**config.mk**
```make
export PLATFORM = sky130hd
export DESIGN_NAME = clk320_gen_ctrl
export DESIGN_NICKNAME = d
export VERILOG_FILES = /design/src/rtl/clk320_ctrl_pkg.sv /design/src/rtl/clk320_phase_cnt.sv /design/src/rtl/clk320_gen_ctrl.sv
export SDC_FILE = /design/constraint.sdc
export NUM_CORES = 1
export LEC_CHECK = 0
export ABC_CLOCK_PERIOD_IN_PS = 8500
export BUFFER_PORTS_ARGS = -buffer_cell sky130_fd_sc_hd__buf_4
export CAP_MARGIN = 20
export CORE_ASPECT_RATIO = 1.25
export CORE_MARGIN = 3
export CORE_UTILIZATION = 62
export DETAILED_ROUTE_END_ITERATION = 8
export PLACE_DENSITY = 0.88
export SLEW_MARGIN = 25
export SYNTH_ARGS = -nofsm -noshare
export SYNTH_HDL_FRONTEND = slang
export SYNTH_HIERARCHICAL = 1
export SYNTH_SLANG_ARGS = --single-unit
```
**constraint.sdc**
```tcl
create_clock -name clk40 -period 8.5 [get_ports clk40]
set_input_delay 0.85 -clock clk40 [delete_from_list [all_inputs] [get_ports clk40]]
set_output_delay 0.85 -clock clk40 [all_outputs]
set_load 0.03 [all_outputs]
```
**src/rtl/clk320_ctrl_pkg.sv**
```systemverilog
// rtl/clk320_ctrl_pkg.sv - shared types and constants for the clk320 generator controller
package clk320_ctrl_pkg;

  localparam int BW = 11;

  typedef enum logic [2:0] {
    IDLE    = 3'd0,
    RST_GEN = 3'd1,
    WARMUP  = 3'd2,
    RUN     = 3'd3,
    SWEEP   = 3'd4
  } state_t;

  localparam int LVL_BOUND [4] = '{0, 50, 100, 200};

  typedef struct packed {
    logic [1:0]  level;
    logic        sweep;
    logic [15:0] dwell;
  } cfg_t;

  function automatic logic [BW-1:0] lvl_high(input logic [1:0] lvl);
    return BW'(LVL_BOUND[lvl]);
  endfunction

endpackage

```
**src/rtl/clk320_phase_cnt.sv**
```systemverilog
// rtl/clk320_phase_cnt.sv - loadable 16-bit down-counter with zero flag
module clk320_phase_cnt (
  input  logic        clk,
  input  logic        rst,
  input  logic        load,
  input  logic [15:0] load_val,
  output logic [15:0] count,
  output logic        zero
);

  assign zero = (count == 16'd0);

  // Parks at zero between phases so an idle counter never wraps.
  always_ff @(posedge clk or posedge rst) begin
    if (rst)        count <= 16'd0;
    else if (load)  count <= load_val;
    else if (!zero) count <= count - 16'd1;
  end

endmodule

```
**src/rtl/clk320_gen_ctrl.sv**
```systemverilog
// rtl/clk320_gen_ctrl.sv - reset/warm-up sequencer and jitter-level scheduler for the 320 MHz generator
module clk320_gen_ctrl
  import clk320_ctrl_pkg::*;
#(
  parameter int RST_CYCLES    = 8,
  parameter int WARMUP_CYCLES = 64
) (
  input  logic          clk40,
  input  logic          reset,
  input  logic          cfg_valid,
  output logic          cfg_ready,
  input  logic [1:0]    cfg_level,
  input  logic          cfg_sweep,
  input  logic [15:0]   cfg_dwell,
  input  logic          stop,
  output logic          gen_reset_n,
  output logic          gen_enable,
  output logic [BW-1:0] high,
  output logic [BW-1:0] low,
  output logic [1:0]    level_o,
  output logic [2:0]    state_o,
  output logic          sweep_done
);

  state_t      state;
  cfg_t        cfg_q;
  logic        accept;
  logic        cnt_load;
  logic [15:0] cnt_val;
  logic [15:0] cnt;
  logic        cnt_zero;

  assign cfg_ready = ((state == IDLE) || (state == RUN)) && !stop;
  assign accept    = cfg_valid && cfg_ready;
  assign state_o   = state;

  clk320_phase_cnt u_phase_cnt (
    .clk      (clk40),
    .rst      (reset),
    .load     (cnt_load),
    .load_val (cnt_val),
    .count    (cnt),
    .zero     (cnt_zero)
  );

  // Counter loads coincide with the edge that enters the next phase.
  always_comb begin
    cnt_load = 1'b0;
    cnt_val  = 16'd0;
    if (!stop) begin
      case (state)
        IDLE:    if (accept) begin cnt_load = 1'b1; cnt_val = 16'(RST_CYCLES - 1); end
        RST_GEN: if (cnt_zero) begin cnt_load = 1'b1; cnt_val = 16'(WARMUP_CYCLES - 1); end
        WARMUP:  if (cnt_zero && cfg_q.sweep) begin cnt_load = 1'b1; cnt_val = cfg_q.dwell; end
        RUN:     if (accept && cfg_sweep) begin cnt_load = 1'b1; cnt_val = cfg_dwell; end
        SWEEP:   if (cnt_zero && level_o != 2'd3) begin cnt_load = 1'b1; cnt_val = cfg_q.dwell; end
        default: ;
      endcase
    end
  end

  always_ff @(posedge clk40 or posedge reset) begin
    if (reset) begin
      state       <= IDLE;
      cfg_q       <= '0;
      gen_reset_n <= 1'b0;
      gen_enable  <= 1'b0;
      high        <= '0;
      low         <= '0;
      level_o     <= 2'd0;
      sweep_done  <= 1'b0;
    end else begin
      sweep_done <= 1'b0;
      if (stop) begin
        state       <= IDLE;
        gen_reset_n <= 1'b0;
        gen_enable  <= 1'b0;
        high        <= '0;
        low         <= '0;
        level_o     <= 2'd0;
      end else begin
        case (state)
          IDLE: if (accept) begin
            cfg_q <= '{level: cfg_level, sweep: cfg_sweep, dwell: cfg_dwell};
            state <= RST_GEN;
          end
          RST_GEN: if (cnt_zero) begin
            state       <= WARMUP;
            gen_reset_n <= 1'b1;
            gen_enable  <= 1'b1;
          end
          WARMUP: if (cnt_zero) begin
            if (cfg_q.sweep) begin
              state   <= SWEEP;
              level_o <= 2'd0;
              high    <= lvl_high(2'd0);
              low     <= -lvl_high(2'd0);
            end else begin
              state   <= RUN;
              level_o <= cfg_q.level;
              high    <= lvl_high(cfg_q.level);
              low     <= -lvl_high(cfg_q.level);
            end
          end
          RUN: if (accept) begin
            cfg_q <= '{level: cfg_level, sweep: cfg_sweep, dwell: cfg_dwell};
            if (cfg_sweep) begin
              state   <= SWEEP;
              level_o <= 2'd0;
              high    <= lvl_high(2'd0);
              low     <= -lvl_high(2'd0);
            end else begin
              level_o <= cfg_level;
              high    <= lvl_high(cfg_level);
              low     <= -lvl_high(cfg_level);
            end
          end
          SWEEP: if (cnt_zero) begin
            if (level_o == 2'd3) begin
              state       <= RUN;
              cfg_q.level <= 2'd0;
              level_o     <= 2'd0;
              high        <= lvl_high(2'd0);
              low         <= -lvl_high(2'd0);
              sweep_done  <= 1'b1;
            end else begin
              level_o <= level_o + 2'd1;
              high    <= lvl_high(level_o + 2'd1);
              low     <= -lvl_high(level_o + 2'd1);
            end
          end
          default: state <= IDLE;
        endcase
      end
    end
  end

endmodule

```
# [After elaboration in Yosys (flattened, before gate mapping)]
# Index checks and enable logic that the tools add are counted.
# W data, S select, Z words.
[totals] inputBits=23 latchBits=0 register_bits=64 ram_bits=0 output_inout_bits=31 elab_cells=128 memories=0 rom_bits=0
[op_classes] order_cmp=3 mux=70 n_mul=0 addsub=5 div=0 eq_ne=17 bitwise_logic=4 reduce_logical=19 shift=0
[op_table] operator="$mux W11" count=20
[op_table] operator="$bmux W32 S2" count=3
[op_table] operator="$mux W16" count=6
[op_table] operator="$pmux W16 S5" count=1
[op_table] operator="$pmux W11 S3" count=2
[op_table] operator="$neg A11 Y11" count=3
[op_table] operator="$mux W3" count=10
[op_table] operator="$ne A3 B3 Y1 const B" count=7
[op_table] operator="$mux W19" count=1
[op_table] operator="$mux W2" count=9
[op_table] operator="$logic_not A16 Y1" count=1
[op_table] operator="$sub A16 B1 Y16 const B" count=1
[op_table] operator="$pmux W3 S5" count=1
[op_table] operator="$mux W1" count=13
[op_table] operator="$ge A3 B3 Y1 const B" count=3
[op_table] operator="$not A2 Y3" count=3
[op_table] operator="$ne A2 B2 Y1 const B" count=4
[op_table] operator="$reduce_and A7 Y1" count=1
[op_table] operator="$eq A3 B2 Y1 const B" count=2
[op_table] operator="$mux W6" count=1
[op_table] operator="$pmux W2 S3" count=1
[op_table] operator="$reduce_bool A2 Y1" count=3
[op_table] operator="$logic_and A1 B1 Y1" count=5
[op_table] operator="$pmux W1 S5" count=1
[op_table] operator="other kinds (16)" count=16

# [Logic depth before layout (Yosys ltp)]
[depth] depth_word=10 mapped_depth=13 depth_no_buf=12

# [Cells and area by module]
# Netlist, hierarchy kept.
[modules_own_cells] module="clk320_gen_ctrl" cells_per_inst=244 seq_area_each_um2=825.8 area_each_um2=2414.8 instances=1
[modules_own_cells] module="clk320_phase_cnt" cells_per_inst=101 seq_area_each_um2=400.4 area_each_um2=977.2 instances=1

# [Worst setup path before layout]
# OpenSTA, ideal clock, no wires.
[synth_path] kind="register to register" from="register u_phase_cnt.count[0]" to="register u_phase_cnt.count[1]" stages_incl_launch_ff=13 period_less_slack_ns=2.847 setup_ns=0.125 n_path_buf=1 slack_ns=5.653 required_ns=8.375 arrival_ns=2.722 path_cell_list="dfrtp_1 inv_1 ha_1 nor4b_2 nand4_1 inv_1 nor2b_2 a21boi_4 nor3b_1 nor2_1 clkbuf_4 clkinv_1 mux2_2"
[synth_via] elab_chain_len=6 elab_cells_between_ends=17 classes_between="add/sub (1); eq/ne (1); mux (12); reduce/logical (3)"
[synth_rtl] item="from (decl)" line_no="clk320_phase_cnt.sv:7" source="output logic [15:0] count,"
[synth_rtl] item="from (signal assigned)" line_no="clk320_phase_cnt.sv:16" source="else if (load) count <= load_val;"
[synth_rtl] item="from (signal assigned)" line_no="clk320_phase_cnt.sv:17" source="else if (!zero) count <= count - 16'd1;"
[synth_rtl] item="$logic_not A16 Y1 *" line_no="clk320_phase_cnt.sv:11" source="assign zero = (count == 16'd0);"
[synth_rtl] item="net cnt_zero" line_no="clk320_gen_ctrl.sv:31" source="logic cnt_zero;"
[synth_rtl] item="$logic_and A1 B1 Y1, on equally long branches" line_no="clk320_gen_ctrl.sv:56, clk320_gen_ctrl.sv:54"
[synth_rtl] item="$mux W1, on equally long branches" line_no="clk320_gen_ctrl.sv:56, clk320_gen_ctrl.sv:54"
[synth_rtl] item="$pmux W1 S5 *" line_no="clk320_gen_ctrl.sv:51" source="case (state)"
[synth_rtl] item="$mux W1 *" line_no="clk320_gen_ctrl.sv:50" source="if (!stop) begin"
[synth_rtl] item="net cnt_load" line_no="clk320_gen_ctrl.sv:28" source="logic cnt_load;"
[synth_rtl] item="$ne A2 B2 Y1 (no line) / $mux W16 (equally long branches)"
# Mark *: on every way through the listed nets, which the timed path passes. The rest lies on a longest branch. The select of a mux whose other input is x is not followed.
# A chain may end at the register's enable or synchronous reset.

# [Worst setup path after layout]
# Ends and elaborated chain as after synthesis.

==> flow_summary.json <==
{
  "clkSinkCount": 49,
  "area_delta_synth_final_pct": 9.22,
  "postCtsSetupBuffers": 0,
  "r2r_slack_ps": 4680,
  "p_leak_nw": 1.61,
  "synth_ff_type": "dfrtp_1",
  "wl_um": 7320,
  "cp_cell_sequence": "inv_1, ha_1, nor4b_2, nand4_1, inv_1, nor2b_2, a21boi_4, nor3b_1, nor2_1, buf_4, clkinv_1, mux2_2",
  "postRouteAntennaNets": 0,
  "antenna_found_initial": 0,
  "num_rows": 29,
  "worst_path_max_delay_cell": "a21boi_4",
  "cp_max_fo": 24,
  "vias_per_cell": 6.06,
  "multi_input_area_um2": 1860,
  "fillCellCount": 409,
  "ys_ff_latch": 49,
  "dp_slack_ps": 4820,
  "gp_congestion": 0.976,
  "clkLatencyLatePin_ps": 300,
  "fin_skew_ps": 5.40,
  "seq_area_frac_synth_pct": 36.1,
  "cts-root-buf": "clkbuf_8",
  "postCtsHoldBufs": 0,
  "timing.fmax_mhz": 262,
  "die_w_um": 72.2,
  "hold_viol_final": 0,
  "htree_levels": 2,
  "initial_core_util_pct": 65.4,
  "critical_path_depth": 12,
  "reg2reg_to": "u_phase_cnt/count[1]",
  "first_global_vias": 2668,
  "cts_tree": "yes",
  "vias": 2641,
  "routedWlPerCell_um": 16.8,
  "portBuffers": 48,
  "report.final.slew_viol_count": 0,
  "p_per_area_nw_per_um2": 216,
  "maxCapViolCount": 0,
  "die_area_um2": 6400,
  "cp.required_ps": 8690,
  "crit_family": "simple AND/OR/NAND/NOR gates",
  "coreArea_um2": 5190,
  "num_io_pins": 54,
  "fin_crit_ps": 3820,
  "fp.dieH_um": 88.7,
  "path_class": "reg2reg",
  "grt_first_pass_wirelength_um": 12100,
  "drc": 0,
  "drive_gt1_share_pct": 26.5,
  "slew_headroom_pct": 54.6,
  "status": "finished clean",
  "cp-end-kind": "flip-flop",
  "yosysUniqueCellTypes": 70,
  "drt-initial-drc-count": 193,
  "reg2regPathDepth": 12,
  "seq_area_um2": 1230,
  "hp-class": "reg2reg",
  "cts_made_buffers": 5,
  "clock_path_buffers": 2,
  "groute.usage.overall_pct": 24.1,
  "netlist_area_um2": 3390,
  "tns_ps": 0,
  "ir_drop_uv": 130,
  "endpoint": "u_phase_cnt/count[1]",
  "fin_ws_ps": 4680,
  "synth_edf_count": 0,
  "cpMostUsedCell": "inv_1",
  "dr.pass1.iters": 4,
  "dpl.hpwl_um": 5580,
  "rsz0062_at_grt": "false",
  "ys_warn_count": 6,
  "async_reset_ff_share_pct": 100,
  "worstMarginPinSlew_ps": 681,
  "crit_arrival_ps": 4010,
  "reg2reg_from": "u_phase_cnt/count[0]",
  "start_kind": "flip-flop",
  "cts_resized": 0,
  "cp-startpoint": "u_phase_cnt/count[0]",
  "finalCritPeriodShare_pct": 44.9,
  "final-setup-viol-count": 0,
  "cpPeakStageDelay_ps": 490,
  "overflow": 0,
  "avgSynthCellArea_um2": 9.83,
  "path_buf_inv": 4,
  "grt_max_degree": 34,
  "diodes": 0,
  "syn_inst": 345,
  "clk_pin_slew_ps": 90,
  "nNetsFinal": 412
}
==> cells by family after synthesis <==
group,count (synthesis),share of synthesized area (%)
fa+ha+maj,16,5.90
compound gates,77,18.3
simple gates,115,19.1
buf+inv,51,9.44
xor+xnor,15,4.09
other cells,1,0.111
flops,49,36.1
mux,21,6.86
==> how the worst min path moves through the flow <==
stage,start,to,slack (ps),depth (start not counted)
after floorplan,cfg_q[5],cfg_q[5],460,1
after global placement,cfg_q[5],cfg_q[5],490,1
after detailed placement,cfg_q[13],cfg_q[13],500,1
after CTS,cfg_q[13],cfg_q[13],520,1
after global routing,cfg_q[15],cfg_q[15],540,1
final,cfg_q[13],cfg_q[13],510,1
==> area by class of cell <==
cell class / count / area share, %
clock inverters: 3 / 0.574
well taps: 62 / 2.09
inverters: 17 / 1.72
multi-input cells: 249 / 50.2
clock buffers: 5 / 1.86
flip-flops and latches: 49 / 33.1
repair buffers: 51 / 10.4
==> placed cells by master (no fill, tap or decap), types with 3 or more instances in the layout <==
cell	count
a21oi_1	12
a221o_1	3
a221oi_1	3
a22o_1	3
a22oi_1	13
a31oi_1	4
a32o_1	4
buf_4	50
clkbuf_8	5
conb_1	5
dfrtp_1	49
ha_1	16
inv_1	16
mux2_2	17
mux2i_1	3
nand2_1	29
nand2b_1	6
nand3_1	3
nand4_1	3
nor2_1	33
nor2b_1	3
nor3_1	6
nor4_1	4
o21ai_0	8
o31ai_1	12
xnor2_1	8
xor2_1	6
==> Yosys cell counts, types with 4 or more instances <==
master	count	area share, %
nor4_1	4	0.74
dfrtp_1	49	36
ha_1	16	5.9
xor2_1	6	1.5
nor2_1	33	3.7
xnor2_1	8	2.1
a32o_1	4	1.2
inv_1	16	1.8
buf_6	7	2.3
clkbuf_1	4	0.44
o31ai_1	12	2.7
nand2_1	29	3.2
nand2b_1	6	1.1
a22oi_1	13	2.9
a31oi_1	4	0.74
mux2_2	17	5.6
buf_4	18	4.0
buf_2	4	0.59
o21ai_0	8	1.2
a21oi_1	12	1.8
nor3_1	6	0.89
==> worst register-to-register path, stage by stage (launching register included) <==
cell,delay (ps)
dfrtp_1,430
inv_1,100
ha_1,220
nor4b_2,280
nand4_1,360
inv_1,280
nor2b_2,390
a21boi_4,490
nor3b_1,140
nor2_1,150
buf_4,260
clkinv_1,290
mux2_2,350
==> state kept, by name, indices dropped and copies added, names as in the netlist <==
register	count
cfg_q	19
u_phase_cnt/count	16
gen_enable	1
level_o	1
high	4
low	4
sweep_done	1
state_o	3
==> metal layers <==
layer  wire length (um)  up-vias  part of all wire (%)  global-route usage (%)
li1                   -     1270                     -                       -
met1               2820     1301                    38                    27.1
met5                  0        -                     0                       0
met4                138        0                   1.9                    11.1
met2               4080       56                    56                    44.5
met3                286       14                   3.9                    3.41
==> per-stage QoR <==
stage               utilization, %  cell area [um2]  total power, mW  hold WS [ps]  cells
floorplan                        -             3410            0.598           459    349
global placement              69.4             3600            0.646           486    427
detailed placement            69.4             3600            0.663           497    427
CTS                           71.2             3690            0.802           520    435
global route                  71.4             3700            0.855           535    436
finish                        71.4             3700            0.799           514    436
==> power breakdown <==
part / switching (mW) / internal, mW
logic: 0.139 / 0.137
clock network: 0.0790 / 0.0585
registers: 0.0836 / 0.303
total: 0.301 / 0.498
Note: power is estimated with default switching activity, not from simulation.
